### config.mk
export PLATFORM = sky130hd
export DESIGN_NAME = band_envelope_detector
export DESIGN_NICKNAME = d
export VERILOG_FILES = /design/src/rtl/band_envelope_detector_pkg.sv /design/src/rtl/band_envelope_detector_level_output_slot.sv /design/src/rtl/band_envelope_detector.sv
export SDC_FILE = /design/constraint.sdc
export NUM_CORES = 1
export LEC_CHECK = 0
export CORE_MARGIN = 2
export CORE_UTILIZATION = 35
export CTS_CLUSTER_SIZE = 25
export DETAILED_ROUTE_END_ITERATION = 10
export SLEW_MARGIN = 20
export SYNTH_ARGS = -nofsm -noshare
export SYNTH_HDL_FRONTEND = slang
export SYNTH_SLANG_ARGS = --single-unit
### constraint.sdc
create_clock -name inClock -period 4.2 [get_ports inClock]
set_clock_uncertainty 0.1 [all_clocks]
set_input_delay 0.42 -clock inClock [delete_from_list [all_inputs] [get_ports inClock]]
set_output_delay 0.42 -clock inClock [all_outputs]
set_load 0.02 [all_outputs]
### src/rtl/band_envelope_detector_pkg.sv
// Shared fixed-point package for the band filter chain.
// Holds the common sample width and small arithmetic helpers used by the
// filter cascade and by the per-band envelope detectors:
//   sign_extend : widen a sample to a full-precision product width
//   round_frac  : round a full-precision product back to a sample
//   sat_abs     : magnitude of a sample, saturating the most negative code
package band_envelope_detector_pkg;

  localparam int WORD_SIZE = 18;
  localparam int FRAC_BITS = WORD_SIZE - 2;

  function automatic logic signed [2*WORD_SIZE-1:0] sign_extend(
    input logic signed [WORD_SIZE-1:0] x
  );
    return {{WORD_SIZE{x[WORD_SIZE-1]}}, x};
  endfunction

  // Round-half-up on the fractional bits, then drop them.
  function automatic logic signed [WORD_SIZE-1:0] round_frac(
    input logic signed [2*WORD_SIZE-1:0] p
  );
    logic signed [2*WORD_SIZE-1:0] half_lsb;
    logic signed [2*WORD_SIZE-1:0] sum;
    half_lsb = (2*WORD_SIZE)'(1) << (FRAC_BITS - 1);
    sum      = p + half_lsb;
    return sum[FRAC_BITS+WORD_SIZE-1:FRAC_BITS];
  endfunction

  // |x| as an unsigned WORD_SIZE-1 bit value. The most negative code has no
  // positive twin, so it maps to the largest positive magnitude.
  function automatic logic [WORD_SIZE-2:0] sat_abs(
    input logic signed [WORD_SIZE-1:0] x
  );
    logic [WORD_SIZE-1:0] neg;
    if (x == {1'b1, {(WORD_SIZE-1){1'b0}}}) begin
      return '1;
    end
    if (x[WORD_SIZE-1]) begin
      neg = -x;
      return neg[WORD_SIZE-2:0];
    end
    return x[WORD_SIZE-2:0];
  endfunction

endpackage

### src/rtl/band_envelope_detector_level_output_slot.sv
// level_output_slot: one-entry hold register between a producer that emits a
// single-cycle result strobe and a valid/ready consumer.
// Ports:
//   clk, rst   clock, synchronous active-high reset
//   strobe     new_level is offered this cycle (producer cannot stall)
//   new_level  level offered with strobe
//   level      held level, stable while valid && !ready
//   valid      level holds an unconsumed value
//   ready      consumer takes level when valid && ready
//   overrun    sticky: a strobed level was dropped because the slot was full
// Handshake: a transfer happens on every rising edge where valid && ready.
// The slot accepts a strobe when empty or when it is emptied on the same edge;
// otherwise the new value is discarded and overrun is set until reset.
module level_output_slot #(
  parameter int LEVEL_BITS = 8
) (
  input  logic                  clk,
  input  logic                  rst,
  input  logic                  strobe,
  input  logic [LEVEL_BITS-1:0] new_level,
  output logic [LEVEL_BITS-1:0] level,
  output logic                  valid,
  input  logic                  ready,
  output logic                  overrun
);

  always_ff @(posedge clk) begin
    if (rst) begin
      level   <= '0;
      valid   <= 1'b0;
      overrun <= 1'b0;
    end else if (strobe) begin
      if (!valid || ready) begin
        level <= new_level;
        valid <= 1'b1;
      end else begin
        overrun <= 1'b1;
      end
    end else if (valid && ready) begin
      valid <= 1'b0;
    end
  end

endmodule

### src/rtl/band_envelope_detector.sv
// band_envelope_detector: turns one band-pass filter's signed sample stream
// into a display level for one visualizer bar.
// Pipeline: stage 1 rectifies the accepted sample; stage 2 tracks the window
// peak and, on the last sample of a window, updates an instant-attack /
// exponential-decay envelope and strobes its top bits into the output slot.
// Ports:
//   inClock   sole clock
//   rst       synchronous active-high reset (discards any partial window)
//   inData    signed band sample, accepted when inValid is high
//   inValid   sample qualifier
//   outLevel  unsigned bar level, one per window
//   outValid  outLevel holds a valid value
//   outReady  consumer takes outLevel when outValid && outReady
//   overrun   sticky: a window result was dropped under backpressure
module band_envelope_detector
  import band_envelope_detector_pkg::*;
#(
  parameter int WINDOW_LOG2 = 10,
  parameter int DECAY_SHIFT = 4,
  parameter int LEVEL_BITS  = 8
) (
  input  logic                        inClock,
  input  logic                        rst,
  input  logic signed [WORD_SIZE-1:0] inData,
  input  logic                        inValid,
  output logic [LEVEL_BITS-1:0]       outLevel,
  output logic                        outValid,
  input  logic                        outReady,
  output logic                        overrun
);

  localparam int ENV_BITS = WORD_SIZE - 1;
  // A one-sample window still needs a one-bit counter that simply stays 0.
  localparam int CNT_BITS = (WINDOW_LOG2 > 0) ? WINDOW_LOG2 : 1;
  localparam logic [CNT_BITS-1:0] LAST_COUNT = CNT_BITS'((1 << WINDOW_LOG2) - 1);

  logic [CNT_BITS-1:0]   count;
  logic                  is_last;
  logic [ENV_BITS-1:0]   s1_mag;
  logic                  s1_valid;
  logic                  s1_last;
  logic [ENV_BITS-1:0]   window_peak;
  logic [ENV_BITS-1:0]   env;

  logic [ENV_BITS-1:0]   peak_next;
  logic [ENV_BITS-1:0]   decay_step;
  logic [ENV_BITS-1:0]   env_next;
  logic                  strobe;
  logic [LEVEL_BITS-1:0] new_level;

  assign is_last = (count == LAST_COUNT);

  always_comb begin
    peak_next  = (s1_mag > window_peak) ? s1_mag : window_peak;
    decay_step = env >> DECAY_SHIFT;
    // A minimum step of 1 lets the envelope reach exactly 0; the step never
    // exceeds env because env > peak_next >= 0 on the decay path.
    if (decay_step == '0) begin
      decay_step = ENV_BITS'(1);
    end
    env_next  = (peak_next >= env) ? peak_next : (env - decay_step);
    strobe    = s1_valid && s1_last;
    new_level = env_next[ENV_BITS-1 -: LEVEL_BITS];
  end

  always_ff @(posedge inClock) begin
    if (rst) begin
      count       <= '0;
      s1_mag      <= '0;
      s1_valid    <= 1'b0;
      s1_last     <= 1'b0;
      window_peak <= '0;
      env         <= '0;
    end else begin
      s1_valid <= inValid;
      if (inValid) begin
        s1_mag  <= sat_abs(inData);
        s1_last <= is_last;
        count   <= is_last ? '0 : count + CNT_BITS'(1);
      end
      if (s1_valid) begin
        if (s1_last) begin
          window_peak <= '0;
          env         <= env_next;
        end else begin
          window_peak <= peak_next;
        end
      end
    end
  end

  level_output_slot #(
    .LEVEL_BITS(LEVEL_BITS)
  ) u_slot (
    .clk       (inClock),
    .rst       (rst),
    .strobe    (strobe),
    .new_level (new_level),
    .level     (outLevel),
    .valid     (outValid),
    .ready     (outReady),
    .overrun   (overrun)
  );

endmodule

## Word level (Yosys, flattened, before mapping)

Cells that the tools add are included.

- Output and inout bits: 10
- Logic and storage cells: 47
- Memories: 0
- RAM bits: 0
- Bits in read-only memories: 0
- Bits in latches: 0
- Bits in registers: 73

- Bitwise gates (word level): 1
- Multipliers: 0
- Reduce and logical (&&, ||, !) cells: 10
- Order comparisons: 2
- Mux-type cells: 19
- Shifts and indexed selects: 0
- Div/mod/pow operators: 0
- $add $sub $neg: 3
- Eq/ne operators: 3

Operator list:

| cell | number |
|---|---|
| $mux W17 | 7 |
| $eq A18 B18 Y1 const B | 1 |
| $ge A17 B17 Y1 | 1 |
| $gt A17 B17 Y1 | 1 |
| $logic_not A17 Y1 | 1 |
| $neg A17 Y17 | 1 |
| $sub A17 B13 Y17 | 1 |
| $mux W13 | 1 |
| $add A10 B1 Y10 const B | 1 |
| $eq A10 B10 Y1 const B | 1 |
| $mux W1 | 10 |
| $mux W10 | 1 |
| $reduce_and A2 Y1 | 4 |
| $logic_and A1 B1 Y1 | 2 |
| $ne A2 B1 Y1 const B | 1 |
| $reduce_bool A2 Y1 | 1 |
| $logic_not A1 Y1 | 1 |
| $logic_or A1 B1 Y1 | 1 |
| $not A1 Y1 | 1 |

## Logic depth before layout (Yosys ltp)

- Depth after elaboration: 9
- Gate-level depth with buffers: 20

## Cells and area by module

From an unflattened synthesis, not the netlist that was laid out.

- Cells, all modules: 591
- Area, all modules: 4938.5 um^2

By module, submodules not included:

| module | sequential area each (um^2) | times used | area each (um^2) | cells an instance |
|---|---|---|---|---|
| band_envelope_detector | 1261.2 | 1 | 4503.1 | 549 |
| level_output_slot | 200.2 | 1 | 435.4 | 42 |

## Least setup slack after synthesis

OpenSTA, ideal clock, no wires.

- Kind: reg2reg
- Start: register window_peak[16]
- End: register env[6]
- Data arrival time: 4337 ps
- Cell stages (with the launch flop): 20
- Path buffers: 3
- Path slack: -333 ps
- Cell sequence: dfxtp_1 inv_1 ha_1 nand4_1 nor3_1 nor4_1 a41oi_1 clkbuf_1 clkbuf_1 a21oi_1 or2_2 ha_1 a21o_1 a21o_1 a221oi_1 o211ai_1 a21oi_1 clkbuf_1 a21oi_1 a221oi_1

- Word-level cells in the longest chain between the ends: 4

RTL lines:

| element | line | text |
|---|---|---|
| start: declaration | band_envelope_detector.sv:42 | `logic [ENV_BITS-1:0] window_peak;` |
| start signal: assignment | band_envelope_detector.sv:86 | `window_peak <= peak_next;` |
| $gt A17 B17 Y1 | band_envelope_detector.sv:54 | `peak_next = (s1_mag > window_peak) ? s1_mag : window_peak;` |
| $mux W17 (*) | band_envelope_detector.sv:54 |  |
| $ge A17 B17 Y1 | band_envelope_detector.sv:61 | `env_next = (peak_next >= env) ? peak_next : (env - decay_step);` |
| $mux W17 (*) | band_envelope_detector.sv:61 |  |
| end signal: assignment | band_envelope_detector.sv:84 | `env <= env_next;` |
| end: declaration | band_envelope_detector.sv:43 | `logic [ENV_BITS-1:0] env;` |

Every way passes the cells marked *; elsewhere a longest branch is shown, timed or not.
A chain may end at the register's enable or synchronous reset.

## Worst setup path after layout

- Start: register window_peak[14]
- End: register u_slot.level[1]

- Word-level cells in the longest chain between the ends: 4

RTL lines:

| element | line | text |
|---|---|---|
| $gt A17 B17 Y1 | band_envelope_detector.sv:54 |  |
| $mux W17 (*) | band_envelope_detector.sv:54 |  |
| $ge A17 B17 Y1 | band_envelope_detector.sv:61 |  |
| $mux W17 (*) | band_envelope_detector.sv:61 |  |
| end signal: assignment | band_envelope_detector_level_output_slot.sv:34 | `level <= new_level;` |
| end: declaration | band_envelope_detector_level_output_slot.sv:21 | `output logic [LEVEL_BITS-1:0] level,` |

Marks and branches as above.

==> impl_metrics.json <==
{
  "min_from": "window_peak[14]",
  "p_seq_frac": 0.316,
  "clock-sinks": 73,
  "yosys_warnings": 0,
  "peakVddDrop_mv": 0.172,
  "synth_fp_nets": 738,
  "p_int_uw": 1620,
  "die_width_um": 127,
  "critPathMaxFanout": 5,
  "dp_slack_ps": -21.2,
  "setup_viol": 0,
  "yosysTopAreaCellShare": 0.278,
  "vias": 4922,
  "start_util": 0.360,
  "cts_buffer_depth": 2,
  "fp.dieH_um": 127,
  "htreeDepth": 3,
  "hold_viol": 0,
  "ys.flop_type": "dfxtp_1",
  "slowest_stage": "or2_2",
  "synthToLayoutAreaGrowth_pct": 22.4,
  "cts_tree": "yes",
  "cts_root_buf": "clkbuf_16",
  "finalPower_uw": 2330,
  "clk_latency_ps": 350,
  "via_per_inst": 5.52,
  "dr.first_iter.drc_count": 281,
  "num_rows": 44,
  "die-area_sq_um": 16000,
  "n_antenna_cell": 0,
  "switchingPower_uw": 707,
  "syn_area_sq_um": 5260,
  "cp.required_ps": 4390,
  "ant_nets": 0,
  "status": "completed",
  "finalCriticalPeriod_ps": 4170,
  "endpoint_kind": "flop",
  "yosysSeqAreaShare": 0.278,
  "hold_path.class": "reg -> reg",
  "synth_seq_cells": 73,
  "worstReg2RegStart": "window_peak[14]",
  "cp_slowest_stage_delay_ps": 330,
  "grt_usage": 0.173,
  "fmax_mhz": 240,
  "boundaryPins": 32,
  "reg2regPathDepth": 18,
  "worst_slack_ps": 34.1,
  "nets": 774,
  "tightest_slew_ps": 973,
  "p_clk_frac": 0.392,
  "antenna_found_initial": 0,
  "yosysUniqueCellTypes": 58,
  "synth_top_cell_by_area": "dfxtp_1",
  "holdPathStages": 2,
  "core_sq_um": 14600,
  "switching_share": 0.304,
  "path_clk_slew_ps": 60,
  "grt_pass1_vias": 4679,
  "pwr-share-comb": 0.292,
  "synth-edff-count": 0,
  "grt_start_max_net_pins": 43,
  "firstDrtPassIters": 5,
  "drv_cap": 0,
  "crit_type": "reg -> reg",
  "cpMostUsedCell": "buf_6",
  "synth_area_leaders": "dfxtp_1, ha_1, a21oi_1, o21ai_0, inv_1",
  "fin_area_sq_um": 6440,
  "rr_endpoint": "u_slot.level[1]",
  "rsz0062_at_grt": "yes",
  "hold_buffers": 0,
  "wl_um": 13800,
  "place_area_sq_um": 5800,
  "power_density_nw_per_um2": 361,
  "slew_headroom": 0.350,
  "io_buffer_count": 31,
  "overflow": 0,
  "synth_cells": 666,
  "leakagePower_uw": 0.00251,
  "maxSlewViolCount": 0,
  "crit_arrival_ps": 4360,
  "async_flop_share": 0,
  "cts_buffers": 9,
  "min_period_over_period": 0.992,
  "hpwl_um": 10100,
  "gp_congestion": 0.916,
  "start_kind": "flop",
  "wire_per_inst_um": 15.5,
  "drive_above_1_share": 0.150,
  "worstPathCellList": "inv_1 -> ha_1 -> nand4_1 -> buf_6 -> nor3_4 -> buf_6 -> a41oi_4 -> buf_6 -> and3_1 -> or2_2 -> ha_1 -> and4_4 -> a221oi_2 -> o211ai_1 -> a21o_1 -> buf_4 -> nor3_1 -> a221o_1",
  "grt_pass1_wl_um": 23000,
  "hold-path-endpoint": "window_peak[14]",
  "drc": 0,
  "worst-r2r-setup-slack_ps": 30,
  "syn_area_per_cell_sq_um": 7.90
}
-- cell usage after synthesis, types with 7 or more instances --
master and number:
dfxtp_1 73, a21oi_1 62, inv_1 60, nor2_1 57, ha_1 49, o21ai_0 47
clkbuf_1 29, nand2_1 28, nand2b_1 28, and3_1 22, xor2_1 19, nor3_1 13
or2_2 13, a211oi_1 10, a211oi_2 10, a21o_1 10, xnor2_1 10, o221ai_1 9
nand3_1 8, or3_1 8, a221oi_1 7, nand4_1 7
-- how the worst max path moves through the flow --
stage                    start              end  slack, ps  depth (start not counted)
2_1_floorplan  window_peak[16]           env[8]         20                         19
3_3_place_gp   window_peak[15]           env[4]        120                         18
3_5_place_dp   window_peak[15]           env[4]        -20                         18
4_1_cts         window_peak[2]           env[4]          3                         17
5_1_grt        window_peak[16]  u_slot.level[4]        -80                         20
6_report       window_peak[14]  u_slot.level[1]         30                         18
-- flip-flops by register name (all words and copies together) (netlist names) --
register	flops
count	10
env	17
s1_last	1
s1_mag	17
s1_valid	1
u_slot.level	8
u_slot.overrun	1
u_slot.valid	1
window_peak	17
-- cells by family after synthesis --
kind of cell,share of synthesized area
muxes,0.00952
buffers and inverters,0.0671
xor gates and xnor gates,0.0483
DFF,0.278
and+or+nand+nor,0.223
AOI/OAI and AO/OA,0.254
adders and majority gates,0.120
-- through the flow --
step / std cells / util / TNS [ps] / hold WS (ps)
detailed placement: 864 / 0.397 / -88.2 / 362
finish: 891 / 0.441 / 0 / 370
floorplan: 666 / - / 0 / 346
global route: 891 / 0.441 / -931 / 388
global placement: 864 / 0.397 / 0 / 355
CTS: 880 / 0.424 / 0 / 371
-- timing repair --
| item | CTS | global route |
|---|---|---|
| cloned | 0 | 2 |
| buffers inserted | 0 | 9 |
| pin swaps | 4 | 23 |
| setup endpoints to repair | 14 | 25 |
| hold endpoints to repair | 0 | 0 |
| gates resized for setup | 6 | 41 |
-- critical path: cells and delay by family (launching register included) --
kind | cells | cell delay (ps)
AO/OA/AOI/OAI | 5 | 1060
AND/OR/NAND/NOR | 6 | 1350
adder cells (fa/ha/maj) | 2 | 600
flip-flops | 1 | 320
buffers and inverters | 5 | 700
-- power by group through the flow --
| stage | registers, uW | logic, uW | clock network (uW) |
|---|---|---|---|
| floorplan | 741 | 368 | 0 |
| global placement | 749 | 533 | 0 |
| detailed placement | 749 | 546 | 0 |
| CTS | 734 | 562 | 926 |
| global route | 738 | 746 | 961 |
| finish | 736 | 679 | 912 |
-- cell usage in the layout (no fill, tap or decap), drive strengths merged, types with 8 or more instances in the layout --
cell type      count
a21oi             62
nand2b            28
clkdlybuf4s50     30
o21ai             47
or2               13
nand2             28
nor2              57
and3              22
xor2              19
nor3              13
inv               60
dfxtp             73
or3                8
a211oi            20
o221ai             9
buf               26
a21o              10
xnor2             10
ha                49
nand3              8
clkbuf            11
-- cell type report --
type                    count  area, sq um
inverters                  60          225
well taps                 184          230
repair buffers             57          517
clock buffers              10          239
fillers                  1431         8150
clock inverters             6          115
multi-input cells         501         3650
flip-flops and latches     73         1470
-- metal layers --
layer / track usage / vias up / wire length, um
li1: - / 2475 / -
met1: 0.246 / 2317 / 6870
met2: 0.265 / 105 / 6130
met3: 0.0295 / 25 / 492
met4: 0.0601 / 0 / 289
met5: 0 / - / 0
(Power assumes the default switching activity.)
